==> src/rtl/pool2_ctrl.sv <==
// 2x2 max-pool sequencer: walks the f4 map window by window, flags the first word
// of each window to the pool datapath and writes one f5 word per window.
module pool2_ctrl #(
    parameter int unsigned MAP_W = 10,
    parameter int unsigned RA_W  = 7,
    parameter int unsigned WA_W  = 5
) (
    input  logic            clk,
    input  logic            rst_n,
    input  logic            pool2_start,
    output logic            f4_ren,
    output logic [RA_W-1:0] f4_raddr,
    output logic            pool2_clr,
    output logic            f5_wen,
    output logic [WA_W-1:0] f5_waddr,
    output logic            pool2_busy,
    output logic            pool2_done
);

    localparam int unsigned HALF = MAP_W / 2;
    localparam int unsigned RC_W = (HALF > 1) ? $clog2(HALF) : 1;
    localparam logic [RC_W-1:0] RC_LAST = RC_W'(HALF - 1);
    localparam logic [WA_W-1:0] WA_LAST = WA_W'(HALF * HALF - 1);

    typedef enum logic [1:0] {
        IDLE  = 2'd0,
        READ  = 2'd1,
        DRAIN = 2'd2,
        DONE  = 2'd3
    } state_t;

    state_t          state;
    logic [RC_W-1:0] row;
    logic [RC_W-1:0] col;
    logic [1:0]      phase;
    logic            wr_pend;
    logic [WA_W-1:0] wr_cnt;

    logic [RC_W-1:0] row_nx_c;
    logic [RC_W-1:0] col_nx_c;
    logic [1:0]      phase_nx_c;
    logic            last_rd_c;

    // Window word order: top-left, top-right, bottom-left, bottom-right.
    function automatic logic [RA_W-1:0] rd_addr(input logic [RC_W-1:0] rr,
                                                 input logic [RC_W-1:0] cc,
                                                 input logic [1:0]      pp);
        logic [RA_W-1:0] a;
        a = RA_W'(2 * MAP_W) * RA_W'(rr)
          + (RA_W'(cc) << 1)
          + (pp[1] ? RA_W'(MAP_W) : RA_W'(0))
          + RA_W'(pp[0]);
        return a;
    endfunction

    // Position of the read that follows the one currently on f4_raddr.
    always_comb begin
        row_nx_c   = row;
        col_nx_c   = col;
        phase_nx_c = phase + 2'd1;
        last_rd_c  = (row == RC_LAST) && (col == RC_LAST) && (phase == 2'd3);
        if (phase == 2'd3) begin
            if (col == RC_LAST) begin
                col_nx_c = '0;
                row_nx_c = row + RC_W'(1);
            end else begin
                col_nx_c = col + RC_W'(1);
            end
        end
    end

    // Counters track the read being presented; write strobe trails the 4th read by two cycles.
    always_ff @(posedge clk or negedge rst_n) begin
        if (!rst_n) begin
            state      <= IDLE;
            row        <= '0;
            col        <= '0;
            phase      <= '0;
            wr_pend    <= 1'b0;
            wr_cnt     <= '0;
            f4_ren     <= 1'b0;
            f4_raddr   <= '0;
            pool2_clr  <= 1'b0;
            f5_wen     <= 1'b0;
            f5_waddr   <= '0;
            pool2_busy <= 1'b0;
            pool2_done <= 1'b0;
        end else begin
            pool2_done <= 1'b0;
            pool2_clr  <= f4_ren && (phase == 2'd0);
            wr_pend    <= f4_ren && (phase == 2'd3);
            f5_wen     <= wr_pend;
            if (wr_pend) begin
                f5_waddr <= wr_cnt;
                wr_cnt   <= wr_cnt + WA_W'(1);
            end

            case (state)
                IDLE: begin
                    if (pool2_start) begin
                        state      <= READ;
                        f4_ren     <= 1'b1;
                        f4_raddr   <= rd_addr(row, col, phase);
                        pool2_busy <= 1'b1;
                    end
                end
                READ: begin
                    if (last_rd_c) begin
                        state  <= DRAIN;
                        f4_ren <= 1'b0;
                        row    <= '0;
                        col    <= '0;
                        phase  <= '0;
                    end else begin
                        row      <= row_nx_c;
                        col      <= col_nx_c;
                        phase    <= phase_nx_c;
                        f4_raddr <= rd_addr(row_nx_c, col_nx_c, phase_nx_c);
                    end
                end
                DRAIN: begin
                    if (f5_wen && (f5_waddr == WA_LAST)) begin
                        state      <= DONE;
                        pool2_done <= 1'b1;
                    end
                end
                DONE: begin
                    state      <= IDLE;
                    pool2_busy <= 1'b0;
                    wr_cnt     <= '0;
                end
                default: state <= IDLE;
            endcase
        end
    end

endmodule

==> config.mk <==
export PLATFORM = sky130hd
export DESIGN_NAME = pool2_ctrl
export DESIGN_NICKNAME = d
export VERILOG_FILES = /design/src/rtl/pool2_ctrl.sv
export SDC_FILE = /design/constraint.sdc
export NUM_CORES = 1
export LEC_CHECK = 0
export ABC_AREA = 1
export ABC_CLOCK_PERIOD_IN_PS = 2600
export CAP_MARGIN = 20
export CORE_MARGIN = 2
export CORE_UTILIZATION = 49
export CTS_CLUSTER_DIAMETER = 50
export DETAILED_ROUTE_END_ITERATION = 8
export PLACE_DENSITY = 0.81
export SLEW_MARGIN = 20
export SYNTH_ARGS = -nofsm -noshare
export SYNTH_HDL_FRONTEND = slang
export SYNTH_SLANG_ARGS = --single-unit
==> constraint.sdc <==
create_clock -name clk -period 2.6 [get_ports clk]
set_input_delay 0.52 -clock clk [delete_from_list [all_inputs] [get_ports clk]]
set_output_delay 0.52 -clock clk [all_outputs]
set_load 0.01 [all_outputs]
Word level (Yosys, flattened, before mapping) --
Index checks and enable logic that the tools add are counted.
Storage, ports and cells: word-level logic and storage cells 74, flip-flop bits (word level) 33, bits in writable memories 0, bits in latches 0, input port bits 3, memories kept 0, bits in read-only memories 0
Cells by class: add/sub/neg operators 10, multiplexer cells 24, order comparisons 0, multipliers 2, reductions and logical operators 14, divide/modulo/power cells 0, shift operators 0, equality and inequality tests 11, bitwise logic cells 0
Operators by type and width (count):
- 7-bit by 4-bit adder with 7-bit output | 4
- 3-bit 2-to-1 mux | 6
- 7-bit by 1-bit adder with 7-bit output | 2
- 7-bit 2-to-1 mux | 2
- 7-bit one-hot mux with 2 select lines | 1
- 3-bit by 3-bit multiplier with 5-bit output, first input constant | 2
- 5-bit 2-to-1 mux | 2
- 3-bit AND reduction | 3
- 2-bit 2-to-1 mux | 4
- 4-bit 2-to-1 mux | 2
- 2-bit inequality test, second input constant | 4
- 2-bit one-hot mux with 4 select lines | 1
- 3-bit by 1-bit adder with 3-bit output, second input constant | 2
- 2-bit equality test, second input constant | 3
- 3-bit equality test, second input constant | 2
- 2-bit nonzero test | 3
- 5-bit by 1-bit adder with 5-bit output, second input constant | 1
- 5-bit equality test, second input constant | 1
- 1-bit logical AND | 5
- 2-bit logical NOT | 2
- 1-bit 2-to-1 mux | 4
- 1-bit one-hot mux with 2 select lines | 2
- 2-bit by 1-bit adder with 2-bit output, second input constant | 1
- 2-bit by 1-bit equality test with 1-bit output, second input constant | 1
- 2-bit AND reduction | 1

Longest topological paths before layout --
Gate-level depths: netlist of the first run.
depth in word-level cells 9, mapped depth 17

Worst setup path before layout of the first run --
OpenSTA, ideal clock, no wires.
kind flip-flop to flip-flop, from reg col[0], to reg f4_raddr[6], period minus slack after synthesis 2.751 ns, slack -0.151 ns, stages on the path, launching flop included 17, library setup time 0.121 ns, data arrival time 2.630 ns, data required time 2.479 ns, cell sequence dfrtp_1 inv_1 ha_1 nand2_1 nor2_8 o21ai_0 fa_1 inv_1 fa_1 inv_1 nand3_1 nand2_1 nand2_1 nand2_1 nand2_1 nand3_1 a21oi_1
Between the ends: longest elaborated chain between the ends 9, elaborated cells between the ends (all ways) 20
RTL lines:
- start: declaration | line 34 | logic [RC_W-1:0] col;
- start signal: assignment | line 116 | col <= col_nx_c;
- 3-bit equality test | line 61, 63
- 3-bit 2-to-1 mux | line 63 | if (col == RC_LAST) begin
- 3-bit 2-to-1 mux | line 62 | if (phase == 2'd3) begin
- 3-bit by 3-bit multiplier with 5-bit output | line 49 | a = RA_W'(2 * MAP_W) * RA_W'(rr)
- 7-bit by 4-bit adder with 7-bit output | line 50 | + (RA_W'(cc) << 1)
- 7-bit by 4-bit adder with 7-bit output | line 51 | + (pp[1] ? RA_W'(MAP_W) : RA_W'(0))
- 7-bit by 1-bit adder with 7-bit output | line 52 | + RA_W'(pp[0]);
- 7-bit 2-to-1 mux | line 108 | if (last_rd_c) begin
- 7-bit one-hot mux with 2 select lines | line 98 | case (state)
- end signal: assignment | line 103 | f4_raddr <= rd_addr(row, col, phase);
- end signal: assignment | line 118 | f4_raddr <= rd_addr(row_nx_c, col_nx_c, phase_nx_c);
- end: declaration | line 12 | output logic [RA_W-1:0] f4_raddr,
Several ways; a longest one is shown, not always the timed one. The select of a mux whose other input is x is not followed. A chain may end at the register's enable or synchronous reset.

Worst setup path in the final report of the first run --
from reg col[1], to reg f4_raddr[5]
Same word-level chain as after synthesis.

==> reports/results.tsv, run 1 <==
metric	value	unit
firstDrtPassIters	5	
clk_pin_slew	0.08	ns
num_vias	1741	
hold_viol	0	
synth_area	2050	um2
start_kind	register	
num_antenna_cells	0	
fin_crit_sh	0.999	
final-setup-viol-count	0	
post-synth-top-area-cell	dfrtp_1	
antenna_found_initial	0	
cts-htree-levels	2	
rsz0062_at_grt	true	
endpoint_kind	register	
ys_async_sr_fraction	1.00	
dieArea	4720	um2
dp_hpwl	3180	um
clk_latency	0.30	ns
slowest_delay	0.39	ns
yosysTopAreaCellShare	0.403	
cp_data_required_time	2.79	ns
timing.final.ws_setup	0.00340	ns
io_buffers	19	
path_class	reg -> reg	
wire_per_inst	14.4	um
drc	0	
seq_area_frac_synth	0.403	
min_period	2.60	ns
grt-ovfl-total	0	
drt_iter0_drc	141	
crit_fanout	5	
drv_cap	0	
skew	0.00859	ns
p_leak	1.33	nW
yosysUniqueCellTypes	27	
cts_tree	built	
io_pins	20	
hold_class	reg -> reg	
globalRouteTotalUtil	0.221	
timing.setup.tns	0	ns
critical_path_arrival	2.79	ns
routed_wl	4690	um
cts_hold_buf	0	
coreArea	4000	um2
powerDensity	1050	nW/um2
area_growth_syn_to_layout	27.8	%
cts.sinks	33	
synth.avg_cell_area	8.58	um2
synth_edf_count	0	
numCtsBuffers	5	
place_area	2380	um2
place_ws	-0.131	ns
cp_slowest_cell	dfrtp_1	
die_h	68.7	um
ys_ff_latch	33	
slew_headroom	0.718	
status	finished clean	
grt_pass1_wl	7580	um
clockRootBuffer	clkbuf_8	
grt_pass1_vias	1658	
worst_slew_pin_slew	0.423	ns
start_util	0.513	
syn_nets	271	
yosys_warnings	0	
utilization	0.655	
crit_chain	inv_2, ha_4, nand2_4, nor2_8, buf_4, nand3_1, nand2_2, inv_2, ha_1, ha_4, a21oi_1, nand2_1, xor2_2, nand2_1, nand2_1, nand2_1, nand2_1	
synthTopCellsByArea	dfrtp_1 (40%), ha_1 (15%), nand2_1 (8.6%)	
clockBufferDepth	2	
rows	23	
fin_area	2620	um2
grt_max_degree	34	
synth_ff_type	dfrtp_1	
viasPerCell	5.36	
syn_inst	239	
fmax	385	MHz
final_antenna_net_count	0	
vdd_drop_max	0.491	mV
nets	306	
layout-drive-gt1-share	0.193	
place.gp.congestion	0.854	
maxSlewViolCount	0	
die_w	68.7	um
crit_top_cell	nand2_1	
==> power by group <==
part	internal, W	switching, W
clock network	0.000287	0.000212
registers	0.000684	0.000132
logic	0.000623	0.000802
==> layout by cell type (no fill, tap or decap), drive strengths merged <==
master / n
clkdlybuf4s50: 19
mux2: 1
clkbuf: 5
o22ai: 3
nor2: 15
a21boi: 1
fa: 4
nand2: 48
a31oi: 5
o31ai: 1
nor3: 3
nand3: 19
bufinv: 1
ha: 25
a21oi: 9
o21ai: 23
clkinvlp: 1
dfrtp: 33
clkinv: 1
buf: 14
xor2: 3
nand3b: 1
inv: 38
nand4: 2
==> final timing paths <==
path	cells past startpoint	from	end	slack, ns
hold / removal	1	wr_cnt[4]	wr_cnt[4]	0.47
hold reg to reg	1	wr_cnt[4]	wr_cnt[4]	0.47
max in group asynchronous	2	rst_n	f4_raddr[2]	1.68
setup / recovery	17	col[1]	f4_raddr[5]	0.003
setup reg to reg	17	col[1]	f4_raddr[5]	0.003
min in group asynchronous	2	rst_n	col[1]	0.61
==> metrics by stage <==
step           total power, W  hold WS [ns]  cells
2_1_floorplan         0.00160         0.224    239
3_3_place_gp          0.00203         0.447    316
3_5_place_dp          0.00208         0.459    316
4_1_cts               0.00267         0.472    324
5_1_grt               0.00297         0.495    325
6_report              0.00274         0.470    325
==> layer usage <==
metal	global-route usage	part of all wire
met5	0	0
met4	0.0760	0.026
met3	0.0471	0.059
met2	0.385	0.50
met1	0.270	0.42
==> worst max-delay path, delay by kind of cell (launching register included) <==
family	cells	cell delay, ns
buf+inv	3	0.29
flops	1	0.39
xor+xnor	1	0.16
compound gates	1	0.12
fa+ha+maj	3	0.73
simple gates	9	0.77
==> sequential cells by signal, indices dropped and copies added, names as in the netlist, 2 cells and up <==
register  flops
phase         2
state         2
wr_cnt        5
row           3
f4_raddr      7
f5_waddr      5
col           3
==> cell type report <==
cell class	instances	area, um2
clock inverters	3	46.3
repair buffers	33	295
fillers	315	1380
well taps	50	62.6
clock buffers	5	68.8
flip-flops and latches	33	826
multi-input cells	163	1170
inverters	38	148
==> cell families (layout without fill, tap and decap cells) <==
logic type,count (synthesis),in the layout,share of synthesized area
AOI/OAI and AO/OA,42,42,0.110
xor gates and xnor gates,3,3,0.0128
adders and majority gates,29,29,0.192
buffers and inverters,43,79,0.0842
DFF,33,33,0.403
muxes,1,1,0.00549
and+or+nand+nor,88,88,0.193
==> what timing repair did <==
action                                  in CTS  in global routing
buffers inserted                             0                  1
resized for setup                           14                 14
pin swaps                                    5                  7
endpoints found under the setup margin       3                  4
hold endpoints to repair                     0                  0
==> cells in the mapped netlist (4+ instances only) <==
| master | count |
|---|---|
| ha_1 | 25 |
| a31oi_1 | 5 |
| nand3_1 | 18 |
| o21ai_0 | 20 |
| dfrtp_1 | 33 |
| a21oi_1 | 9 |
| nor2_1 | 14 |
| nand2_1 | 47 |
| fa_1 | 4 |
| inv_1 | 35 |
Power figures use the tool's default switching activity.
==> run 2: changes to the inputs <==
--- a/config.mk
+++ b/config.mk
@@ -10,8 +10,10 @@
 export CAP_MARGIN = 20
 export CORE_MARGIN = 2
 export CORE_UTILIZATION = 49
+export CTS_BUF_LIST = sky130_fd_sc_hd__clkbuf_4 sky130_fd_sc_hd__clkbuf_8
 export CTS_CLUSTER_DIAMETER = 50
 export DETAILED_ROUTE_END_ITERATION = 8
+export GPL_ROUTABILITY_DRIVEN = 1
 export PLACE_DENSITY = 0.81
 export SLEW_MARGIN = 20
 export SYNTH_ARGS = -nofsm -noshare
==> results of run 2 <==
No change in the layout: final DEF, timing and power equal those of run 1.
==> run 3: changes to the inputs <==
--- a/config.mk
+++ b/config.mk
@@ -8,13 +8,15 @@
 export ABC_AREA = 1
 export ABC_CLOCK_PERIOD_IN_PS = 2600
 export CAP_MARGIN = 20
+export CELL_PAD_IN_SITES_DETAIL_PLACEMENT = 1
+export CELL_PAD_IN_SITES_GLOBAL_PLACEMENT = 1
 export CORE_MARGIN = 2
-export CORE_UTILIZATION = 49
+export CORE_UTILIZATION = 40
 export CTS_BUF_LIST = sky130_fd_sc_hd__clkbuf_4 sky130_fd_sc_hd__clkbuf_8
 export CTS_CLUSTER_DIAMETER = 50
 export DETAILED_ROUTE_END_ITERATION = 8
 export GPL_ROUTABILITY_DRIVEN = 1
-export PLACE_DENSITY = 0.81
+export PLACE_DENSITY = 0.85
 export SLEW_MARGIN = 20
 export SYNTH_ARGS = -nofsm -noshare
 export SYNTH_HDL_FRONTEND = slang
==> run 3 against run 2 <==
The flow now finishes with violations (negative setup slack). Critical path type unchanged. Largest cell class unchanged. Critical path depth is 1 lower. Setup slack worse by 0.11 ns. Register-to-register slack worse by 0.11 ns. Sequential cell count stayed put. Sequential power is 0.9% higher. Via count is 8.7% higher. Non-clock buffer count is 11 higher. Maximum frequency is 3.9% lower. Highest routed layer unchanged. Hold slack better by 0.0028 ns. Combinational power is 14% higher.
==> reports/results.tsv, run 3 (synthesis results as in run 1) <==
metric	value	unit	change
status	complete, but fails checks		
failed_checks	negative setup slack		
rsz0062_at_grt	true		
reg_top3	f4_raddr x7, f5_waddr x5, wr_cnt x5		
layout-drive-gt1-share	0.252		+0.0590
regMostFlops	f4_raddr		
hold_path_end	wr_cnt[4]		
num_vias	1893		+8.7%
dieArea	5720	um2	+21%
p_leak	1.39	nW	+4.6%
hp-start	wr_cnt[4]		
stdcell_count	356		+9.5%
utilization	0.547		-0.108
maxSlewViolCount	0		unchanged
powerDensity	1080	nW/um2	+2.8%
clockBufferDepth	2		unchanged
timing.setup.tns	-0.116	ns	-0.116 ns
nets	317		+3.6%
grt_pass1_wl	10500	um	+38%
coreArea	5040	um2	+26%
min_path_cells	1		unchanged
vdd_drop_max	0.412	mV	-16%
p_total	0.00296	W	+8.2%
rr_startpoint	col[1]		
fmax	370	MHz	-3.9%
io_buffers	19		unchanged
num_antenna_cells	0		unchanged
grt-ovfl-total	0		unchanged
clk_latency	0.30	ns	about the same
layout_common_cells	nand2_1 (39), dfrtp_1 (33), inv_1 (30)		
start_util	0.407		-0.106
numCtsBuffers	5		unchanged
rows	26		+13%
cts-htree-levels	2		unchanged
dp_cells	342		+8.2%
final_common_cell	nand2_1		
viasPerCell	5.32		-0.74%
endpoint_kind	register		
path_class	reg -> reg		
place.gp.congestion	0.876		+2.6%
worstRegToRegCells	16		-1
clk_pin_slew	0.08	ns	about the same
slew_headroom	0.708		-0.00965
final_antenna_net_count	0		unchanged
start_kind	register		
antenna_found_initial	0		unchanged
skew	0.00798	ns	-0.000605 ns
globalRouteTotalUtil	0.258		+0.0366
min_period	2.70	ns	+0.105 ns
cts_tree	built		
drt_iter0_drc	111		-21%
firstDrtPassIters	4		-1
grt_pass1_vias	2089		+26%
dp_hpwl	4230	um	+33%
cp_data_required_time	2.79	ns	about the same
critical_path_arrival	2.90	ns	+0.11 ns
drv_cap	0		unchanged
hold_viol	0		unchanged
cts_hold_buf	0		unchanged
area_growth_syn_to_layout	34.5	%	
cts.sinks	33		unchanged
die_w	75.6	um	+10%
r2r_end	f4_raddr[6]		
r2r_slack	-0.10	ns	-0.11 ns
clockRootBuffer	clkbuf_8		
wire_per_inst	18.9	um	+31%
routed_wl	6740	um	+44%
largest_reg_flops	7		unchanged
crit_fanout	3		-2
timing.final.ws_setup	-0.102	ns	-0.105 ns
fin_crit_sh	1.04		+0.0405
grt_max_degree	34		unchanged
drc	0		unchanged
io_pins	20		unchanged
die_h	75.6	um	+10%
final-setup-viol-count	2		+2
worst_slew_pin_slew	0.438	ns	+0.0145 ns
hold_class	reg -> reg		
place_ws	-0.215	ns	-0.0841 ns
[run 3: changes by cell type in the layout (fill, tap and decap cells not counted), moves of 2 or more]
| cell | before | now |
|---|---|---|
| inv_4 | 2 | 0 |
| nand3_4 | 0 | 2 |
| nand2_1 | 43 | 39 |
| ha_2 | 0 | 2 |
| buf_4 | 14 | 24 |
| inv_2 | 6 | 8 |
| nand2_2 | 4 | 8 |
[run 3: cell type report]
class / count / area, um2
fillers: 589 / 2280
multi-input cells: 163 / 1200
flip-flops and latches: 33 / 826
repair buffers: 44 / 382
inverters: 38 / 143
well taps: 70 / 87.6
clock buffers: 5 / 68.8
clock inverters: 3 / 46.3
[run 3: through the flow]
step           hold slack (ns)  area [um2]
3_3_place_gp             0.444        2450
4_1_cts                  0.476        2680
6_report                 0.473        2760
3_5_place_dp             0.463        2450
5_1_grt                  0.518        2760
2_1_floorplan            0.224        2060
[run 3: metal layers]
| metal | share of wire | vias up | wire length, um | GRT usage |
|---|---|---|---|---|
| li1 | - | 871 | - | - |
| met1 | 0.39 | 930 | 2660 | 0.287 |
| met2 | 0.52 | 70 | 3520 | 0.437 |
| met3 | 0.039 | 22 | 262 | 0.0688 |
| met4 | 0.044 | 0 | 295 | 0.160 |
| met5 | 0 | - | 0 | 0 |
[run 3: power by group]
| part | switching, W | internal [W] | total (W) |
|---|---|---|---|
| logic | 0.000927 | 0.000705 | 0.00163 |
| clock network | 0.000221 | 0.000287 | 0.000508 |
| registers | 0.000140 | 0.000684 | 0.000824 |
| total | 0.00129 | 0.00168 | 0.00296 |
[run 3: worst max-delay path, cell delays in order, from the launching register on]
cell     delay [ns]
dfrtp_1        0.41
inv_2          0.10
ha_4           0.16
nand2_4        0.09
o22ai_2        0.20
a21oi_2        0.07
fa_1           0.55
inv_2          0.06
fa_2           0.36
inv_2          0.09
nand3_4        0.09
nand2_2        0.09
nand2_2        0.06
nand2_1        0.08
nand2_2        0.07
nand3_2        0.08
a21oi_2        0.05
[run 3: worst max-delay path by stage]
stage,to,depth (start not counted),from
after floorplan,f4_raddr[6],16,col[0]
after global placement,f4_raddr[6],15,col[0]
after detailed placement,f4_raddr[6],15,col[1]
after CTS,f4_raddr[6],16,col[1]
after global routing,f4_raddr[6],16,phase[0]
final,f4_raddr[6],16,col[1]
[run 3: what timing repair did]
action                                  CTS  global route
gates resized for setup                  23            14
pin swaps                                 9             3
buffers inserted                          4             2
endpoints found under the setup margin    4             4
gates cloned                              0             0
